[config.mk]
export PLATFORM = sky130hd
export DESIGN_NAME = sha_stream_sequencer
export DESIGN_NICKNAME = d
export VERILOG_FILES = /design/src/rtl/sha_stream_sequencer.sv
export SDC_FILE = /design/constraint.sdc
export NUM_CORES = 1
export LEC_CHECK = 0
export CORE_UTILIZATION = 55
export DETAILED_ROUTE_END_ITERATION = 10
export HOLD_SLACK_MARGIN = 0.05
export PLACE_DENSITY = 0.86
export SYNTH_ARGS = -nofsm -noshare
export SYNTH_HDL_FRONTEND = slang
export SYNTH_SLANG_ARGS = --single-unit
[constraint.sdc]
create_clock -name clk -period 6.55 [get_ports clk]
set_input_delay 1.31 -clock clk [delete_from_list [all_inputs] [get_ports clk]]
set_output_delay 1.31 -clock clk [all_outputs]
set_load 0.05 [all_outputs]
[src/rtl/sha_stream_sequencer.sv]
// Streams message words into a sha256 core one 512-bit block at a time, appends
// SHA-256 padding (0x80000000, zero fill, 64-bit bit length) and issues init/next.
module sha_stream_sequencer #(
  parameter int CNT_W   = 27,
  parameter int TIMEOUT = 1023
) (
  input  logic        clk,
  input  logic        reset_n,
  input  logic        start,
  input  logic [31:0] word_i,
  input  logic        word_valid_i,
  input  logic        word_last_i,
  output logic        word_ready_o,
  output logic        sha_reset_n_w,
  output logic        sha_cs_w,
  output logic        sha_we_w,
  output logic        sha_wc_w,
  output logic [2:0]  sha_address_w,
  output logic [31:0] sha_write_data_w,
  input  logic        sha_digest_valid_w,
  output logic        busy_o,
  output logic        done_o,
  output logic        error_o
);

  localparam int TW = $clog2(TIMEOUT + 1);
  localparam logic [TW-1:0] TIMEOUT_V = TW'(TIMEOUT);
  localparam logic [TW-1:0] IGNORE_V  = TW'(3);

  typedef enum logic [3:0] {
    S_IDLE, S_CLR, S_ACCEPT, S_PAD80, S_ZERO, S_LENHI, S_LENLO,
    S_CMD, S_WAIT, S_DONE, S_ERR
  } state_t;

  state_t           r_state, w_state_nxt;
  state_t           r_ret, w_ret_nxt;
  logic [3:0]       r_slot, w_slot_nxt;
  logic [CNT_W-1:0] r_n, w_n_nxt;
  logic             r_first, w_first_nxt;
  logic             r_final, w_final_nxt;
  logic [TW-1:0]    r_timer, w_timer_nxt;
  logic             r_error, w_error_nxt;
  logic             r_sha_rstn, w_sha_rstn_nxt;
  logic             r_sha_cs, w_sha_cs_nxt;
  logic             r_sha_we, w_sha_we_nxt;
  logic             r_sha_wc, w_sha_wc_nxt;
  logic [2:0]       r_sha_addr, w_sha_addr_nxt;
  logic [31:0]      r_sha_data, w_sha_data_nxt;
  logic             w_wr;
  logic [31:0]      w_wr_data;
  logic [63:0]      w_len;

  assign w_len = 64'(r_n) << 5;

  // Handshake: a word transfers on a cycle where word_valid_i & word_ready_o;
  // ready depends only on state (ACCEPT), never on valid.
  assign word_ready_o     = (r_state == S_ACCEPT);
  assign busy_o           = !(r_state inside {S_IDLE, S_DONE, S_ERR});
  assign done_o           = (r_state == S_DONE);
  assign error_o          = r_error;
  assign sha_reset_n_w    = r_sha_rstn;
  assign sha_cs_w         = r_sha_cs;
  assign sha_we_w         = r_sha_we;
  assign sha_wc_w         = r_sha_wc;
  assign sha_address_w    = r_sha_addr;
  assign sha_write_data_w = r_sha_data;

  always_ff @(posedge clk or negedge reset_n) begin
    if (!reset_n) begin
      r_state    <= S_IDLE;
      r_ret      <= S_ACCEPT;
      r_slot     <= '0;
      r_n        <= '0;
      r_first    <= 1'b0;
      r_final    <= 1'b0;
      r_timer    <= '0;
      r_error    <= 1'b0;
      r_sha_rstn <= 1'b1;
      r_sha_cs   <= 1'b0;
      r_sha_we   <= 1'b0;
      r_sha_wc   <= 1'b0;
      r_sha_addr <= '0;
      r_sha_data <= '0;
    end else begin
      r_state    <= w_state_nxt;
      r_ret      <= w_ret_nxt;
      r_slot     <= w_slot_nxt;
      r_n        <= w_n_nxt;
      r_first    <= w_first_nxt;
      r_final    <= w_final_nxt;
      r_timer    <= w_timer_nxt;
      r_error    <= w_error_nxt;
      r_sha_rstn <= w_sha_rstn_nxt;
      r_sha_cs   <= w_sha_cs_nxt;
      r_sha_we   <= w_sha_we_nxt;
      r_sha_wc   <= w_sha_wc_nxt;
      r_sha_addr <= w_sha_addr_nxt;
      r_sha_data <= w_sha_data_nxt;
    end
  end

  always_comb begin
    w_state_nxt    = r_state;
    w_ret_nxt      = r_ret;
    w_slot_nxt     = r_slot;
    w_n_nxt        = r_n;
    w_first_nxt    = r_first;
    w_final_nxt    = r_final;
    w_timer_nxt    = r_timer;
    w_error_nxt    = r_error;
    w_sha_rstn_nxt = 1'b1;
    w_sha_cs_nxt   = 1'b0;
    w_sha_we_nxt   = 1'b0;
    w_sha_wc_nxt   = 1'b0;
    w_sha_addr_nxt = '0;
    w_sha_data_nxt = '0;
    w_wr           = 1'b0;
    w_wr_data      = '0;
    case (r_state)
      S_IDLE: if (start) begin
        w_state_nxt = S_CLR;
        w_error_nxt = 1'b0;
        w_n_nxt     = '0;
        w_slot_nxt  = '0;
        w_first_nxt = 1'b1;
        w_final_nxt = 1'b0;
      end
      S_CLR: begin
        w_sha_rstn_nxt = 1'b0;
        w_state_nxt    = S_ACCEPT;
      end
      S_ACCEPT: if (word_valid_i) begin
        if (r_n == '1) begin
          w_state_nxt = S_ERR;
          w_error_nxt = 1'b1;
        end else begin
          w_wr       = 1'b1;
          w_wr_data  = word_i;
          w_n_nxt    = r_n + CNT_W'(1);
          w_slot_nxt = r_slot + 4'd1;
          if (r_slot == 4'd15) begin
            w_state_nxt = S_CMD;
            w_ret_nxt   = word_last_i ? S_PAD80 : S_ACCEPT;
          end else if (word_last_i) begin
            w_state_nxt = S_PAD80;
          end
        end
      end
      S_PAD80, S_ZERO: begin
        // Slot 15 is only reached here when 0x80 landed in slot 14/15: close the
        // block and zero-fill a fresh one before the length words.
        w_wr       = 1'b1;
        w_wr_data  = (r_state == S_PAD80) ? 32'h8000_0000 : 32'h0;
        w_slot_nxt = r_slot + 4'd1;
        if (r_slot == 4'd15) begin
          w_state_nxt = S_CMD;
          w_ret_nxt   = S_ZERO;
        end else if (r_slot == 4'd13) begin
          w_state_nxt = S_LENHI;
        end else begin
          w_state_nxt = S_ZERO;
        end
      end
      S_LENHI: begin
        w_wr        = 1'b1;
        w_wr_data   = w_len[63:32];
        w_slot_nxt  = r_slot + 4'd1;
        w_state_nxt = S_LENLO;
      end
      S_LENLO: begin
        w_wr        = 1'b1;
        w_wr_data   = w_len[31:0];
        w_final_nxt = 1'b1;
        w_state_nxt = S_CMD;
      end
      S_CMD: begin
        w_sha_cs_nxt   = 1'b1;
        w_sha_wc_nxt   = 1'b1;
        w_sha_data_nxt = {30'b0, ~r_first, r_first};
        w_first_nxt    = 1'b0;
        w_slot_nxt     = '0;
        w_timer_nxt    = TW'(1);
        w_state_nxt    = S_WAIT;
      end
      S_WAIT: begin
        // r_timer counts cycles since CMD; digest_valid is stale during the first two.
        if (r_timer >= IGNORE_V && sha_digest_valid_w) begin
          w_state_nxt = r_final ? S_DONE : r_ret;
        end else if (r_timer == TIMEOUT_V) begin
          w_state_nxt = S_ERR;
          w_error_nxt = 1'b1;
        end else begin
          w_timer_nxt = r_timer + TW'(1);
        end
      end
      S_DONE:  w_state_nxt = S_IDLE;
      S_ERR:   w_state_nxt = S_IDLE;
      default: w_state_nxt = S_IDLE;
    endcase
    if (w_wr) begin
      w_sha_cs_nxt   = 1'b1;
      w_sha_we_nxt   = 1'b1;
      w_sha_addr_nxt = r_slot[2:0];
      w_sha_data_nxt = w_wr_data;
    end
  end

endmodule
# --- After elaboration in Yosys (flattened, before gate mapping) ---
# Index checks and enable logic that the tools add are counted.
word_totals:
  inputBits: 38
  word_cells: 117
  out_inout_bits: 43
  reg_bits: 91
classes:
  n_lt_le_gt_ge: 1
  mux: 51
  bitwise: 1
  n_reduce_logical: 22
  addsub: 3
  eq_ne: 25
op_table:
  columns: ["cell", "count"]
  rows:
  - ["$mux W32", 4]
  - ["$pmux W32 S3", 1]
  - ["$mux W27", 3]
  - ["$mux W4", 15]
  - ["$pmux W27 S2", 1]
  - ["$pmux W4 S8", 1]
  - ["$add A27 B1 Y27 const B", 1]
  - ["$eq A27 B27 Y1 const B", 1]
  - ["$eq A4 B4 Y1 const B", 5]
  - ["$mux W10", 2]
  - ["$pmux W10 S2", 1]
  - ["$eq A4 B3 Y1 const B", 4]
  - ["$pmux W4 S4", 1]
  - ["$mux W1", 14]
  - ["$ne A2 B2 Y1 const B", 7]
  - ["$reduce_and A4 Y1", 3]
  - ["$add A10 B1 Y10 const B", 1]
  - ["$eq A10 B10 Y1 const B", 1]
  - ["$ge A10 B2 Y1 const B", 1]
  - ["$reduce_bool A2 Y1", 5]
  - ["$eq A4 B2 Y1 const B", 2]
  - ["$pmux W4 S2", 1]
  - ["$pmux W1 S2", 3]
  - ["$reduce_and A6 Y1", 1]
  - ["other kinds (20)", 24]

# --- Depth between registers and ports, before layout ---
# Gate-level depths: netlist of the first run.
depth:
  word_depth: 5
  depth_mapped: 8
  depth_no_buf: 6

# --- Worst setup path before layout of the first run ---
# No wires, ideal clock.
synth_path:
  path_kind: "reg-to-output"
  startpoint: "register r_state[0]"
  endpoint: "output done_o"
  t_required_ns: 5.240
  path_buffers: 2
  path_stages_with_launch: 5
  arrival_ns: 1.620
  slack_ns: 3.620
  path_cell_list: "dfrtp_1 clkbuf_1 clkbuf_1 nand2_1 nor2_1"
synth_between:
  elab_chain_len: 1
synth_rtl:
  columns: ["element", "line", "text"]
  rows:
  - ["from (decl)", "35", "state_t r_state, w_state_nxt;"]
  - ["from (signal assigned)", "85", "r_state <= w_state_nxt;"]
  - ["$eq A4 B4 Y1", "59", "assign done_o = (r_state == S_DONE);"]
  - ["to (decl)", "22", "output logic done_o,"]
# No other way between the ends.

# --- Final worst setup path of the first run ---
layout_path:
  startpoint: "register r_state[1]"
  endpoint: "output word_ready_o"
layout_between:
  elab_chain_len: 1
layout_rtl:
  columns: ["element", "line", "text"]
  rows:
  - ["$eq A4 B2 Y1", "57", "assign word_ready_o = (r_state == S_ACCEPT);"]
  - ["to (decl)", "13", "output logic word_ready_o,"]
# No other way between the ends.

==> results of run 1 <==
-- worst max path at each step --
stage	startpoint	end	slack, ns	cells after the start
2_1_floorplan	r_state[0]	done_o	3.62	4
3_3_place_gp	r_state[1]	word_ready_o	3.13	3
3_5_place_dp	start	r_n[13]	3.04	6
4_1_cts	r_state[1]	word_ready_o	2.68	3
5_1_grt	r_state[1]	word_ready_o	2.60	3
6_report	r_state[1]	word_ready_o	2.67	3
-- flip-flops by register name, summed over array words and instances (netlist names) --
register and flops:
sha_write_data_w 32, r_n 27, r_timer 10, r_slot 4, r_state 4, r_ret 3, sha_address_w 3, error_o 1
r_final 1, r_first 1, sha_cs_w 1, sha_reset_n_w 1, sha_wc_w 1, sha_we_w 1
-- per-stage QoR --
stage	hold WS (ns)	worst slack (ns)	instances
global placement	0.4787	3.127	600
CTS	0.5119	2.678	616
detailed placement	0.4998	3.044	600
finish	0.5123	2.668	616
global route	0.5416	2.602	616
floorplan	0.4624	3.620	440
-- metal layers --
layer | vias up | routed length [um]
met5 | - | 0
met4 | 0 | 335
met3 | 27 | 529
met2 | 140 | 4922
met1 | 1837 | 4663
li1 | 1759 | -
-- placed cells by master (no fill, tap or decap), types with 11 or more instances in the layout --
cell type        count
or3_1               12
nor2_1              37
clkdlybuf4s50_1     79
nand3_1             19
o21ai_0             18
nand2_1             29
clkbuf_8            11
a22o_1              28
a21oi_1             28
dfrtp_1             88
inv_1               15
-- worst max-delay path, delay by kind of cell, from the launching register on --
family	cells	cell delay (ns)
buffers and inverters	2	0.88
DFF	1	0.72
and+or+nand+nor	1	0.59
-- final cells by class --
| type | instances | area (um2) | share of cell area |
|---|---|---|---|
| Clock buffer | 13 | 158.9 | 0.02901 |
| Inverter | 15 | 56.30 | 0.01028 |
| Tap cell | 102 | 127.6 | 0.02330 |
| Clock inverter | 3 | 47.55 | 0.008680 |
| Multi-Input combinational cell | 310 | 2012 | 0.3673 |
| Timing Repair Buffer | 83 | 820.8 | 0.1498 |
| Sequential cell | 90 | 2255 | 0.4116 |
-- power breakdown --
group	switching, uW	leakage [uW]	total (uW)	internal (uW)
clock	195	0.000104	394	199
sequential	112	0.00120	769	657
combinational	487	0.000963	775	288
total	794	0.00227	1940	1140
-- logic make-up (layout without fill, tap and decap cells) --
group / count (synthesis) / count (layout) / share of synthesized area
XOR/XNOR: 10 / 10 / 0.01981
buffers and inverters: 40 / 114 / 0.03764
multiplexers: 7 / 7 / 0.01670
adder cells (fa/ha/maj): 4 / 4 / 0.01132
AO/OA/AOI/OAI: 121 / 121 / 0.1987
AND/OR/NAND/NOR: 168 / 168 / 0.2058
flip-flops: 90 / 90 / 0.5100
==> results.cfg, run 1 <==
[worst_hold_path]
whs_endpoint = r_timer[0]
min_from = r_timer[0]
min_path_cells = 1
hp-class = reg -> reg

[logic_synthesis]
synth.distinct_cells = 62
synth_common_cells = dfrtp_1, nor2_1, nand2_1
synth_area_leaders = dfrtp_1, a22o_1, a21oi_1
synth_top_area_share = 0.4982
syn-mean-instance-area_um2 = 10.05
synth-seq-cells = 90
async_reset_ff_frac = 1.000
synth_nets = 482
synth_edf_count = 0
syn_area_um2 = 4420
ys.flop_type = dfrtp_1
seq_area_frac_synth = 0.5100
synth_cells = 440
yosysWarnings = 0
yosysMostFrequentCell = dfrtp_1
synth_largest_area_cell = dfrtp_1

[detailed_routing]
wirelength_um = 10450
wire_per_inst_um = 16.97
drt_iter0_drc = 330
first_pass_iters = 5
drc = 0
vias_per_cell = 6.109
num_vias = 3763
detail-route-antenna-nets = 0

[global_route]
grt_use_total = 0.2688
first_global_vias = 3638
grt_overflow = 0
grt_start_max_net_pins = 49
use_met2 = 0.4179
gr-usage-met1 = 0.3594
top_usage_layer = met2
grt.met3_usage = 0.04478
grt_pass1_wl_um = 17600
antenna_found_initial = 0

[layout]
design_area_um2 = 5478
antenna_cells = 0
syn2layout_area_growth_pct = 23.92
fin_util = 0.7052
final_nets = 551
drive_gt1_frac = 0.07782
fillers = 580

[clocking]
cts_resized = 0
cts_tree = yes
htreeDepth = 3
path_clk_slew_ns = 0.09
cts_buffers = 9
insertion_delay_ns = 0.37
root_buffer = clkbuf_8
post-cts-setup-buffers = 0
cts_sinks = 90
clock_path_buffers = 2
cts_hold_buf = 0

[timing]
timing.slew.headroom = 0.2972
setup_violations = 0
rsz0062_at_grt = false
hold_viol = 0
finalSetupTns_ns = 0
fmax_mhz = 257.6
min_period_ns = 3.882
clock_skew_ns = 0.01299
report.final.slew_viol_count = 0
period_share = 0.5926
tightest_slew_ns = 1.045

[worst_setup_path]
timing.rr.start = r_state[1]
reg2reg_slack_ns = 3.72
crit_type = reg -> out
arrival_ns = 2.57
crit_required_ns = 5.24
rr_worst_depth = 5
cp_max_fo = 19
critPathCaptureType = primary output
cpMaxStageDelayCell = clkdlybuf4s50_1
crit_chain = or4b_4 > inv_1 > clkdlybuf4s50_1
reg2reg_to = r_n[13]
cp-start-kind = flop
critical_path.max_stage_delay_ns = 0.80

[pwr]
power_uw = 1938
peakVddDrop_mv = 0.2762
cellLeakagePower_uw = 0.002269
powerDensity_nw_per_um2 = 353.7

[floorplanning]
fp.dieH_um = 91.65
start_util = 0.5691
ios = 81
die_area_um2 = 8400
die_width_um = 91.65
core_um2 = 7767
row_count = 32

[placed_design]
hpwl_um = 7276
dpl_cell_area_um2 = 5271
io_buffer_count = 80
gp_congestion = 0.8788

[outcome]
outcome = finished clean

[run]
cap_violations = 0
Note: power is estimated with default switching activity, not from simulation.
==> run 2, diff against run 1 <==
--- a/config.mk
+++ b/config.mk
@@ -5,10 +5,10 @@
 export SDC_FILE = /design/constraint.sdc
 export NUM_CORES = 1
 export LEC_CHECK = 0
-export CORE_UTILIZATION = 55
+export CORE_UTILIZATION = 53
 export DETAILED_ROUTE_END_ITERATION = 10
 export HOLD_SLACK_MARGIN = 0.05
-export PLACE_DENSITY = 0.86
+export PLACE_DENSITY = 0.84
 export SYNTH_ARGS = -nofsm -noshare
 export SYNTH_HDL_FRONTEND = slang
 export SYNTH_SLANG_ARGS = --single-unit
==> constraint.sdc (replaced) <==
create_clock -name clk -period 4.1 [get_ports clk]
set_input_delay 0.82 -clock clk [delete_from_list [all_inputs] [get_ports clk]]
set_output_delay 0.82 -clock clk [all_outputs]
set_load 0.05 [all_outputs]
==> run 2 against run 1 <==
Sequential cell count unchanged; global-route usage down 1.7 points; power up 59%; via count down 2.2%; die area up 3.7%; clock power up 54%; register-to-register slack worse by 2.4 ns; critical path depth unchanged; sequential share of layout area down 0.14 points; first-iteration DRC count down 35%; cell count up 0.32%.
==> results.cfg, run 2 (same netlist as run 1, synthesis figures left out) <==
[clocking]
cts_buffers = 9
post-cts-setup-buffers = 0
cts_sinks = 90
insertion_delay_ns = 0.35
cts_tree = yes
htreeDepth = 3
root_buffer = clkbuf_8
cts_resized = 0
path_clk_slew_ns = 0.09
clock_path_buffers = 2
cts_hold_buf = 0

[worst_hold_path]
min_path_cells = 1
hp-class = reg -> reg

[worst_setup_path]
cp.depth = 3
rr_worst_depth = 5
critical_path.max_stage_delay_ns = 0.80
crit_start = r_state[1]
cpMaxStageDelayCell = clkdlybuf4s50_1
crit_chain = or4b_4 > inv_1 > clkdlybuf4s50_1
timing.rr.start = r_state[1]
critPathCaptureType = primary output
crit_type = reg -> out
worst_path_dominant_cell_family = buffers and inverters
crit_path_end = word_ready_o
path_buf_inv = 2
reg2reg_to = r_n[23]
crit_required_ns = 3.28
reg2reg_slack_ns = 1.34
arrival_ns = 2.53
cp_max_fo = 19
cp-start-kind = flop

[pwr]
peakVddDrop_mv = 0.3475
powerDensity_nw_per_um2 = 559.5
cellLeakagePower_uw = 0.002282
power_uw = 3075

[detailed_routing]
wirelength_um = 10100
first_pass_iters = 4
drc = 0
drt_iter0_drc = 214
num_vias = 3679
detail-route-antenna-nets = 0
vias_per_cell = 5.953
wire_per_inst_um = 16.34

[layout]
antenna_cells = 0
final_nets = 554
final_cell_mix = dfrtp_1, clkdlybuf4s50_1, nor2_1
final_common_cell = dfrtp_1
drive_gt1_frac = 0.08527
syn2layout_area_growth_pct = 24.34
fillers = 613
largest_register_ffs = 32

[floorplanning]
start_util = 0.5604
die_width_um = 93.33
row_count = 32
fp.dieH_um = 93.33
core_um2 = 7888
ios = 81
die_area_um2 = 8710

[timing]
min_period_ns = 3.351
report.final.slew_viol_count = 0
period_share = 0.8173
timing.slew.headroom = 0.4318
fmax_mhz = 298.4
clock_skew_ns = 0.01275
rsz0062_at_grt = false
setup_violations = 0
tightest_slew_ns = 0.8523
hold_viol = 0
finalSetupTns_ns = 0

[global_route]
grt_pass1_wl_um = 17050
first_global_vias = 3484
grt_start_max_net_pins = 72
antenna_found_initial = 0
grt_overflow = 0
grt_use_total = 0.2516

[outcome]
outcome = finished clean

[placed_design]
gp_congestion = 0.8818
io_buffer_count = 80
hpwl_um = 7138

[run]
cap_violations = 0
[run 2: cell types whose count changed in the layout (fill, tap and decap cells not counted), sizes merged]
cell | before | now
clkinvlp | 0 | 1
buf | 4 | 7
clkbuf | 13 | 11
[run 2: stage by stage]
| step | cell area (um2) | instances | setup slack, ns | hold slack (ns) | utilization |
|---|---|---|---|---|---|
| 2_1_floorplan | 4420 | 440 | 1.660 | 0.4624 | - |
| 3_3_place_gp | 5294 | 603 | 1.168 | 0.4881 | 0.6712 |
| 3_5_place_dp | 5294 | 603 | 1.101 | 0.4988 | 0.6712 |
| 4_1_cts | 5497 | 618 | 0.7565 | 0.5113 | 0.6969 |
| 5_1_grt | 5497 | 618 | 0.6522 | 0.5474 | 0.6969 |
| 6_report | 5497 | 618 | 0.7489 | 0.5101 | 0.6969 |
[run 2: cell type report]
class	instances	area [um2]	area share
Sequential cell	90	2255	0.4102
Multi-Input combinational cell	310	2012	0.3660
Timing Repair Buffer	86	843.3	0.1534
Clock buffer	11	151.4	0.02754
Tap cell	102	127.6	0.02322
Inverter	15	56.30	0.01024
Clock inverter	4	51.30	0.009333
[run 2: worst min path at each step]
stage                     slack (ns)             endpoint  startpoint
after floorplan                 0.46  sha_write_data_w[1]     r_first
after global placement          0.49           r_timer[0]  r_timer[0]
after detailed placement        0.50  sha_write_data_w[1]     r_first
after CTS                       0.51  sha_write_data_w[1]     r_first
after global routing            0.55  sha_write_data_w[1]     r_first
final                           0.51  sha_write_data_w[1]     r_first
[run 2: routing by layer]
metal  up-vias  wire, um  GRT usage
met4         0       188     0.1026
met2       123      4661     0.3787
met5         -         0          0
met3        17       541    0.03984
met1      1773      4707     0.3643
li1       1766         -          -
[run 2: where the power goes]
part	total [uW]	internal [uW]	switching (uW)
combinational	1240	465	772
clock	607	312	296
sequential	1230	1050	182
total	3080	1830	1250
